## src/rtl/fifo_pop_stage.sv

```systemverilog
`default_nettype none
// ============================================================================
// Module   : fifo_pop_stage
// Purpose  : Read-side adapter for a show-ahead FIFO. A 2-entry skid buffer
//            turns FIFO output into a registered valid/ready stream.
//            Optional flush port enabled by defining FIFO_POP_FLUSH_EN.
// Revision : 1.0  initial release
// ============================================================================
module fifo_pop_stage #(
    parameter int DATA_WIDTH = 8
) (
    input  logic                  i_clk,
    input  logic                  i_rstn,
    input  logic [DATA_WIDTH-1:0] i_fifo_data,
    input  logic                  i_fifo_empty,
    output logic                  o_fifo_read,
    output logic                  o_valid,
    output logic [DATA_WIDTH-1:0] o_data,
    input  logic                  i_ready,
    output logic [1:0]            o_occupancy
`ifdef FIFO_POP_FLUSH_EN
    ,
    input  logic                  i_flush
`endif
);

    typedef enum logic [1:0] {
        ST_EMPTY = 2'd0,
        ST_ONE   = 2'd1,
        ST_TWO   = 2'd2
    } state_t;

    state_t                r_state;
    state_t                w_state_next;
    logic [DATA_WIDTH-1:0] r_head;
    logic [DATA_WIDTH-1:0] r_tail;
    logic [DATA_WIDTH-1:0] w_head_next;
    logic [DATA_WIDTH-1:0] w_tail_next;
    logic                  w_flush;
    logic                  w_push;
    logic                  w_pop;

`ifdef FIFO_POP_FLUSH_EN
    assign w_flush = i_flush;
`else
    assign w_flush = 1'b0;
`endif

    // Read strobe is a function of flops and FIFO flags only, never i_ready.
    assign o_fifo_read = !i_fifo_empty && (r_state != ST_TWO) && i_rstn && !w_flush;
    assign o_valid     = (r_state != ST_EMPTY);
    assign o_data      = r_head;
    assign w_push      = o_fifo_read;
    assign w_pop       = o_valid && i_ready;

    always_comb begin
        o_occupancy = 2'd0;
        case (r_state)
            ST_ONE:  o_occupancy = 2'd1;
            ST_TWO:  o_occupancy = 2'd2;
            default: o_occupancy = 2'd0;
        endcase
    end

    always_comb begin
        w_state_next = r_state;
        w_head_next  = r_head;
        w_tail_next  = r_tail;
        case (r_state)
            ST_EMPTY: begin
                if (w_push) begin
                    w_head_next  = i_fifo_data;
                    w_state_next = ST_ONE;
                end
            end
            ST_ONE: begin
                if (w_push && w_pop) begin
                    w_head_next = i_fifo_data;
                end else if (w_push) begin
                    w_tail_next  = i_fifo_data;
                    w_state_next = ST_TWO;
                end else if (w_pop) begin
                    w_state_next = ST_EMPTY;
                end
            end
            ST_TWO: begin
                if (w_pop) begin
                    w_head_next  = r_tail;
                    w_state_next = ST_ONE;
                end
            end
            default: w_state_next = ST_EMPTY;
        endcase
        // Flush discards whatever the buffer holds, overriding push and pop.
        if (w_flush) begin
            w_state_next = ST_EMPTY;
        end
    end

    always_ff @(posedge i_clk or negedge i_rstn) begin
        if (!i_rstn) begin
            r_state <= ST_EMPTY;
            r_head  <= '0;
            r_tail  <= '0;
        end else begin
            r_state <= w_state_next;
            r_head  <= w_head_next;
            r_tail  <= w_tail_next;
        end
    end

endmodule
`default_nettype wire

```

## config.mk

```make
export PLATFORM = sky130hd
export DESIGN_NAME = fifo_pop_stage
export DESIGN_NICKNAME = d
export VERILOG_FILES = /design/src/rtl/fifo_pop_stage.sv
export SDC_FILE = /design/constraint.sdc
export NUM_CORES = 1
export LEC_CHECK = 0
export ABC_AREA = 1
export ABC_CLOCK_PERIOD_IN_PS = 1500
export BUFFER_PORTS_ARGS = -buffer_cell sky130_fd_sc_hd__clkbuf_2
export CAP_MARGIN = 20
export CORE_UTILIZATION = 34
export DETAILED_ROUTE_END_ITERATION = 8
export PLACE_DENSITY = 0.51
export REMOVE_ABC_BUFFERS = 1
export SYNTH_ARGS = -nofsm -noshare
export SYNTH_HDL_FRONTEND = slang
export SYNTH_SLANG_ARGS = --single-unit
```

## constraint.sdc

```tcl
create_clock -name i_clk -period 1.5 [get_ports i_clk]
set_input_delay 0.3 -clock i_clk [delete_from_list [all_inputs] [get_ports i_clk]]
set_output_delay 0.3 -clock i_clk [all_outputs]
set_load 0.05 [all_outputs]
```

# Word-level counts from Yosys, hierarchy flattened
# Cells that the tools add are included.
# classes
reduce_logical,11
bitwise_logic,1
mux,11
eq_ne,8
# ops
cell,count
$mux 8,3
$pmux 8 s3,1
$mux 2,5
$ne 2x2->1 const B,5
$reduce_and 4->1,2
$pmux 2 s3,1
$logic_and 1x1->1,4
$pmux 2 s2,1
$ne 3x3->1 const B,1
$reduce_and 3->1,1
$reduce_bool 3->1,1
$eq 2x1->1 const B,1
$eq 2x2->1 const B,1
$logic_not 2->1,1
$reduce_bool 2->1,1
$logic_not 1->1,1
$not 1->1,1
# word_totals
output_inout_bits,12
wordCells,34
inputBits,12
ff_bits,18

# Depth between registers and ports, before layout
# Gate-level depths: netlist of run 1.
# depth
word_depth,6
depth_mapped,7
ltp_nobuf,6

# Worst setup path before layout of run 1
# OpenSTA, ideal clock, no wires.
# synth_path
path_kind,register -> output
startpoint,reg r_state[1]
endpoint,out o_fifo_read
slack_ps,-478
t_required_ps,1200
arrival_time_ps,1678
n_path_buf,2
stages_incl_launch_ff,6
cell_sequence,dfrtp_1 > buf_6 > nand2_4 > buf_6 > inv_1 > nor2_1
# synth_via
elab_chain_cells,3
# synth_lines
item,line_no,source
start: declaration,33,state_t r_state;
start signal: assignment,106,r_state <= w_state_next;
$ne 2x2->1,50,assign o_fifo_read = !i_fifo_empty && (r_state != ST_TWO) && i_rstn && !w_flush;
$logic_and 1x1->1 (2 in series),50,
end: declaration,16,"output logic o_fifo_read,"
# Every way passes these cells.

# Worst setup path after layout of run 1
# layout_path
startpoint,reg r_state[1]
endpoint,out o_valid
# layout_via
elab_chain_cells,1
# layout_lines
item,line_no,source
$reduce_bool 2->1,51,assign o_valid = (r_state != ST_EMPTY);
end: declaration,17,"output logic o_valid,"
# Every way passes these cells.

==> flow_summary.json, run 1 <==
{
  "skew_ps": 1.04,
  "cts.sinks": 18,
  "final_util_pct": 49.3,
  "cts_tree": "done",
  "cts_buffers": 3,
  "io_buffers": 23,
  "die_area_um2": 3000,
  "power_density_nw_per_um2": 1400,
  "clockPowerShare_pct": 17.6,
  "syn_avg_cell_area_um2": 8.47,
  "htree_levels": 1,
  "tns_ps": 0,
  "die_w_um": 54.8,
  "ys_async_sr_fraction_pct": 100,
  "setup_viol": 0,
  "worst_pin_slew_ps": 276,
  "post-route-period-util_pct": 97.8,
  "initial_core_util_pct": 37.3,
  "fin_area_um2": 1250,
  "setup.worst_path.class": "flip-flop to output port",
  "hold_viol": 0,
  "yosys.area.top_type_share_pct": 47.5,
  "post_dp_cell_area_um2": 1110,
  "start_kind": "flip-flop",
  "io_pins": 24,
  "fin_crit_ps": 1470,
  "switchingPower_mw": 0.758,
  "drive_above_1_share_pct": 39.3,
  "grt_pass1_vias": 826,
  "yosysTopAreaCell": "dfrtp_1",
  "synth_edf_count": 0,
  "core_um2": 2540,
  "worst_slack_ps": 33.0,
  "cts_buffer_depth": 2,
  "drc": 0,
  "yosys_warnings": 0,
  "nFillCells": 269,
  "dp_hpwl_um": 1620,
  "p_sw_share_pct": 43.3,
  "place_ws_ps": 228,
  "root_buffer": "clkbuf_4",
  "avgRoutedWirePerCell_um": 12.5,
  "power_leakage_nw": 0.718,
  "synth.distinct_cells": 12,
  "antenna_found_initial": 0,
  "power_frac_comb_pct": 41.7,
  "synth_commonest_cells": "nand2_1 (42), nand3_1 (25), dfrtp_1 (18), nand2_2 (8), nand2_4 (6)",
  "fin_nets": 163,
  "area_growth_pct": 32.2,
  "ant_nets": 0,
  "grt_max_degree": 13,
  "grt.total_usage_pct": 17.0,
  "insertion_delay_ps": 290,
  "outcome": "finished, final reports clean",
  "synth-seq-area-share_pct": 47.5,
  "crit_fanout": 3,
  "synth_ff_type": "dfrtp_1",
  "slew_violations": 0,
  "internal-power_mw": 0.995,
  "drt-initial-drc-count": 20,
  "max-cap-violations": 0,
  "end_kind": "output port",
  "p_total_mw": 1.75,
  "overflow": 0,
  "die_h_um": 54.8,
  "dpl.cell_count": 168,
  "seq_power_share_pct": 40.8,
  "synth_area_um2": 948,
  "num_vias": 871,
  "grt_pass1_wl_um": 3560,
  "hold_class": "input pin to flip-flop",
  "rsz0062_at_grt": "true",
  "hold_slack_ps": 258,
  "place.gp.congestion": 0.786,
  "instances_no_fill": 180,
  "num_rows": 18,
  "cp.arrival_ps": 1170,
  "slew_headroom_pct": 81.7,
  "irDropWorstVdd_mv": 0.820,
  "synth_most_common_cell": "nand2_1",
  "dr.pass1.iters": 4,
  "clkTransAtPathRegs_ps": 110,
  "ys_seq_elements": 18,
  "required_ps": 1200,
  "via_per_inst": 4.84,
  "synthCells": 112,
  "n_antenna_cell": 0,
  "ys_top_cells_by_area": "dfrtp_1 (47%), nand2_1 (17%), nand3_1 (13%)",
  "max_clock_freq_ghz": 0.682,
  "wl_um": 2260
}
==> power by group through the flow <==
stage | registers [mW] | logic, mW | clock network, mW
CTS | 0.713 | 0.703 | 0.316
global route | 0.731 | 0.802 | 0.334
floorplan | 0.928 | 0.278 | 0
global placement | 0.720 | 0.668 | 0
detailed placement | 0.723 | 0.680 | 0
finish | 0.715 | 0.730 | 0.308
==> kinds of logic (layout without fill, tap and decap cells) <==
kind of cell / after synthesis / in the layout / synth area share [%]
AOI/OAI and AO/OA: 2 / 2 / 1.06
buffers and inverters: 8 / 45 / 5.54
DFF: 18 / 18 / 47.5
and+or+nand+nor: 84 / 85 / 45.9
==> worst max-delay path: stages (launching register included) <==
cell     delay [ps]
dfrtp_1         450
inv_1           170
nand2_4          70
buf_4           190
==> placed cells by master (no fill, tap or decap) <==
| cell | synthesis | layout |
|---|---|---|
| clkbuf_4 | 0 | 3 |
| inv_1 | 4 | 4 |
| buf_4 | 0 | 11 |
| nor2_4 | 1 | 1 |
| nor2_8 | 1 | 1 |
| dfrtp_1 | 18 | 18 |
| nand3_1 | 25 | 24 |
| nand2_4 | 6 | 6 |
| nand3_2 | 0 | 1 |
| inv_2 | 1 | 1 |
| nor2_2 | 0 | 1 |
| buf_6 | 3 | 3 |
| o21ai_0 | 2 | 2 |
| nand2_1 | 42 | 42 |
| buf_8 | 0 | 2 |
| clkbuf_8 | 0 | 1 |
| dlygate4sd3_1 | 0 | 1 |
| nand2_2 | 8 | 9 |
| clkbuf_2 | 0 | 19 |
==> layer usage <==
metal	vias up	track usage [%]	routed length, um
met2	28	28.1	1090
met1	407	22.1	1060
met3	2	3.33	98
met4	0	5.13	12
met5	-	0	0
li1	434	-	-
==> flip-flops by register name, summed over array words and instances, names as in the netlist <==
register	cells
o_data	8
r_tail	8
r_state	2
==> what timing repair did <==
action / CTS / global route
hold buffers: 1 / 0
buffers inserted: 1 / 5
hold endpoints to repair: 18 / 0
cloned: 0 / 1
pin swaps: 1 / 2
setup endpoints to repair: 4 / 12
gates resized for setup: 8 / 7
==> area by class of cell <==
type | instances | area, um^2 | area share [%]
Multi-Input combinational cell | 87 | 459 | 36.6
Tap cell | 30 | 37.5 | 2.99
Sequential cell | 18 | 450 | 35.9
Inverter | 5 | 18.8 | 1.50
Clock buffer | 4 | 36.3 | 2.89
Timing Repair Buffer | 36 | 251 | 20.1
==> path summary, 6_finish.rpt <==
kind / start / endpoint / slack [ps] / cells after the start
max: r_state[1] / o_valid / 30 / 3
min: i_fifo_data[0] / r_tail[0] / 260 / 3
max reg2reg: r_state[1] / o_data[0] / 280 / 7
min reg2reg: o_data[6] / o_data[6] / 480 / 2
max in group asynchronous: i_rstn / o_data[0] / 770 / 3
min in group asynchronous: i_rstn / r_state[0] / 520 / 3
No activity file was read; power rests on OpenSTA's default activity.
==> run 2: changes to the inputs <==
--- a/config.mk
+++ b/config.mk
@@ -9,9 +9,9 @@
 export ABC_CLOCK_PERIOD_IN_PS = 1500
 export BUFFER_PORTS_ARGS = -buffer_cell sky130_fd_sc_hd__clkbuf_2
 export CAP_MARGIN = 20
-export CORE_UTILIZATION = 34
+export CORE_UTILIZATION = 40
 export DETAILED_ROUTE_END_ITERATION = 8
-export PLACE_DENSITY = 0.51
+export PLACE_DENSITY = 0.59
 export REMOVE_ABC_BUFFERS = 1
 export SYNTH_ARGS = -nofsm -noshare
 export SYNTH_HDL_FRONTEND = slang
==> run 2 against run 1 <==
  * Hold slack got worse by 8.1 ps
  * First-iteration DRC count rose by 45%
  * Clock power barely moved
  * Sequential share of layout area rose by 1.1 points
  * Cell count fell by 2.8%
  * Global-route usage rose by 1.2 points
  * Clock skew rose by 1.3 ps
  * Combinational power fell by 4.0%
  * Register-to-register slack got worse by 70 ps
  * Largest power group is now sequential cells
  * Highest routed layer unchanged
==> flow_summary.json, run 2 (synthesized netlist as in run 1, its figures left out) <==
{
  "area_growth_pct": 28.8,
  "avgRoutedWirePerCell_um": 12.1,
  "cp.arrival_ps": 1190,
  "multi_input_area_um2": 453,
  "wl_um": 2120,
  "worstPathCellList": "nand2_4, inv_4, nor2_4, buf_8",
  "io_pins": 24,
  "via_per_inst": 4.70,
  "hp-start": "i_fifo_data[7]",
  "cts_buffer_depth": 2,
  "htree_levels": 1,
  "slew_violations": 0,
  "max_stage_delay_ps": 500,
  "r2r_start": "r_state[0]",
  "required_ps": 1200,
  "overflow": 0,
  "final_common_cell": "nand2_1",
  "outcome": "finished, final reports clean",
  "grt_max_degree": 11,
  "rr_worst_depth": 8,
  "nFillCells": 231,
  "die_w_um": 50.7,
  "cts_tree": "done",
  "irDropWorstVdd_mv": 0.802,
  "fin_nets": 160,
  "drive_above_1_share_pct": 39.5,
  "core_um2": 2230,
  "tns_ps": 0,
  "rrSetupSlack_ps": 210,
  "setup_viol": 0,
  "clkTransAtPathRegs_ps": 110,
  "skew_ps": 2.35,
  "max_clock_freq_ghz": 0.671,
  "crit_buf_inv": 2,
  "setup.worst_path.class": "flip-flop to output port",
  "start_kind": "flip-flop",
  "antenna_found_initial": 0,
  "hold_viol": 0,
  "worst_pin_slew_ps": 276,
  "power_leakage_nw": 0.692,
  "ant_nets": 0,
  "cpLargestDelayFamily": "flip-flops",
  "hold_class": "input pin to flip-flop",
  "grt_pass1_vias": 750,
  "place_ws_ps": 160,
  "p_total_mw": 1.72,
  "r2r-end": "o_data[6]",
  "holdPathStages": 3,
  "post-route-period-util_pct": 99.4,
  "slowest_stage": "dfrtp_2",
  "hold_end": "r_tail[7]",
  "slew_headroom_pct": 81.7,
  "register_area_um2": 452,
  "die_h_um": 50.7,
  "initial_core_util_pct": 42.5,
  "drt-initial-drc-count": 29,
  "grt.total_usage_pct": 18.3,
  "n_antenna_cell": 0,
  "num_rows": 17,
  "end_kind": "output port",
  "max-cap-violations": 0,
  "dr.pass1.iters": 4,
  "grt_pass1_wl_um": 3520,
  "dp_hpwl_um": 1500,
  "root_buffer": "clkbuf_4",
  "final_cell_mix": "nand2_1 (42), nand3_1 (25), clkbuf_2 (19), dfrtp_1 (17), buf_4 (12)",
  "rsz0062_at_grt": "true",
  "cts_buffers": 3,
  "place.gp.congestion": 0.787,
  "die_area_um2": 2570,
  "crit_fanout": 4,
  "drc": 0,
  "num_vias": 823,
  "power_density_nw_per_um2": 1410,
  "fin_crit_ps": 1490,
  "worst_slack_ps": 9.04,
  "io_buffers": 23,
  "insertion_delay_ps": 290,
  "cts.sinks": 18
}
-- run 2: how the worst max path moves through the flow --
stage / from / end / slack [ps] / depth (start not counted)
after detailed placement: r_state[1] / o_valid / 160 / 3
final: r_state[1] / o_fifo_read / 9 / 4
after global routing: r_state[1] / o_fifo_read / -30 / 4
after global placement: r_state[1] / o_valid / 190 / 3
after CTS: r_state[1] / o_fifo_read / -0.3 / 4
after floorplan: r_state[1] / o_fifo_read / -520 / 3
-- run 2: metrics by stage --
step | area (um^2) | util [%] | std cells | hold WS, ps
after global placement | 1110 | 49.7 | 166 | 261
after CTS | 1190 | 53.1 | 172 | 243
after detailed placement | 1110 | 49.7 | 166 | 254
after floorplan | 915 | - | 109 | 4.41
final | 1220 | 54.7 | 175 | 250
after global routing | 1220 | 54.7 | 175 | 243
-- run 2: repair_timing --
item,4_1_cts,5_1_grt
hold buffers,1,0
buffers inserted,1,3
endpoints found under the hold margin,18,0
pin swaps,2,2
endpoints found under the setup margin,4,12
gates resized for setup,10,7
-- run 2: worst reg2reg max path: cells and delay by family (launching register included) --
family | cells | cell delay (ps)
buffers and inverters | 3 | 450
DFF | 1 | 410
and+or+nand+nor | 5 | 330
-- run 2: power breakdown --
group | total, mW | internal (mW) | switching (mW)
clock network | 0.308 | 0.148 | 0.160
registers | 0.711 | 0.631 | 0.0800
logic | 0.701 | 0.195 | 0.506
total | 1.72 | 0.973 | 0.746
-- run 2: layer usage --
layer	up-vias	GRT usage, %	routed length (um)
li1	430	-	-
met1	370	26.1	990
met2	21	28.0	1030
met3	2	3.03	88
met4	0	5.56	9
met5	-	0	0
-- run 2: cell type report --
cell class,instances,area share [%]
multi-input combinational,86,37.1
sequential,18,37.0
timing repair buffer,34,18.1
clock buffer,4,2.97
tap,28,2.87
inverter,5,1.95
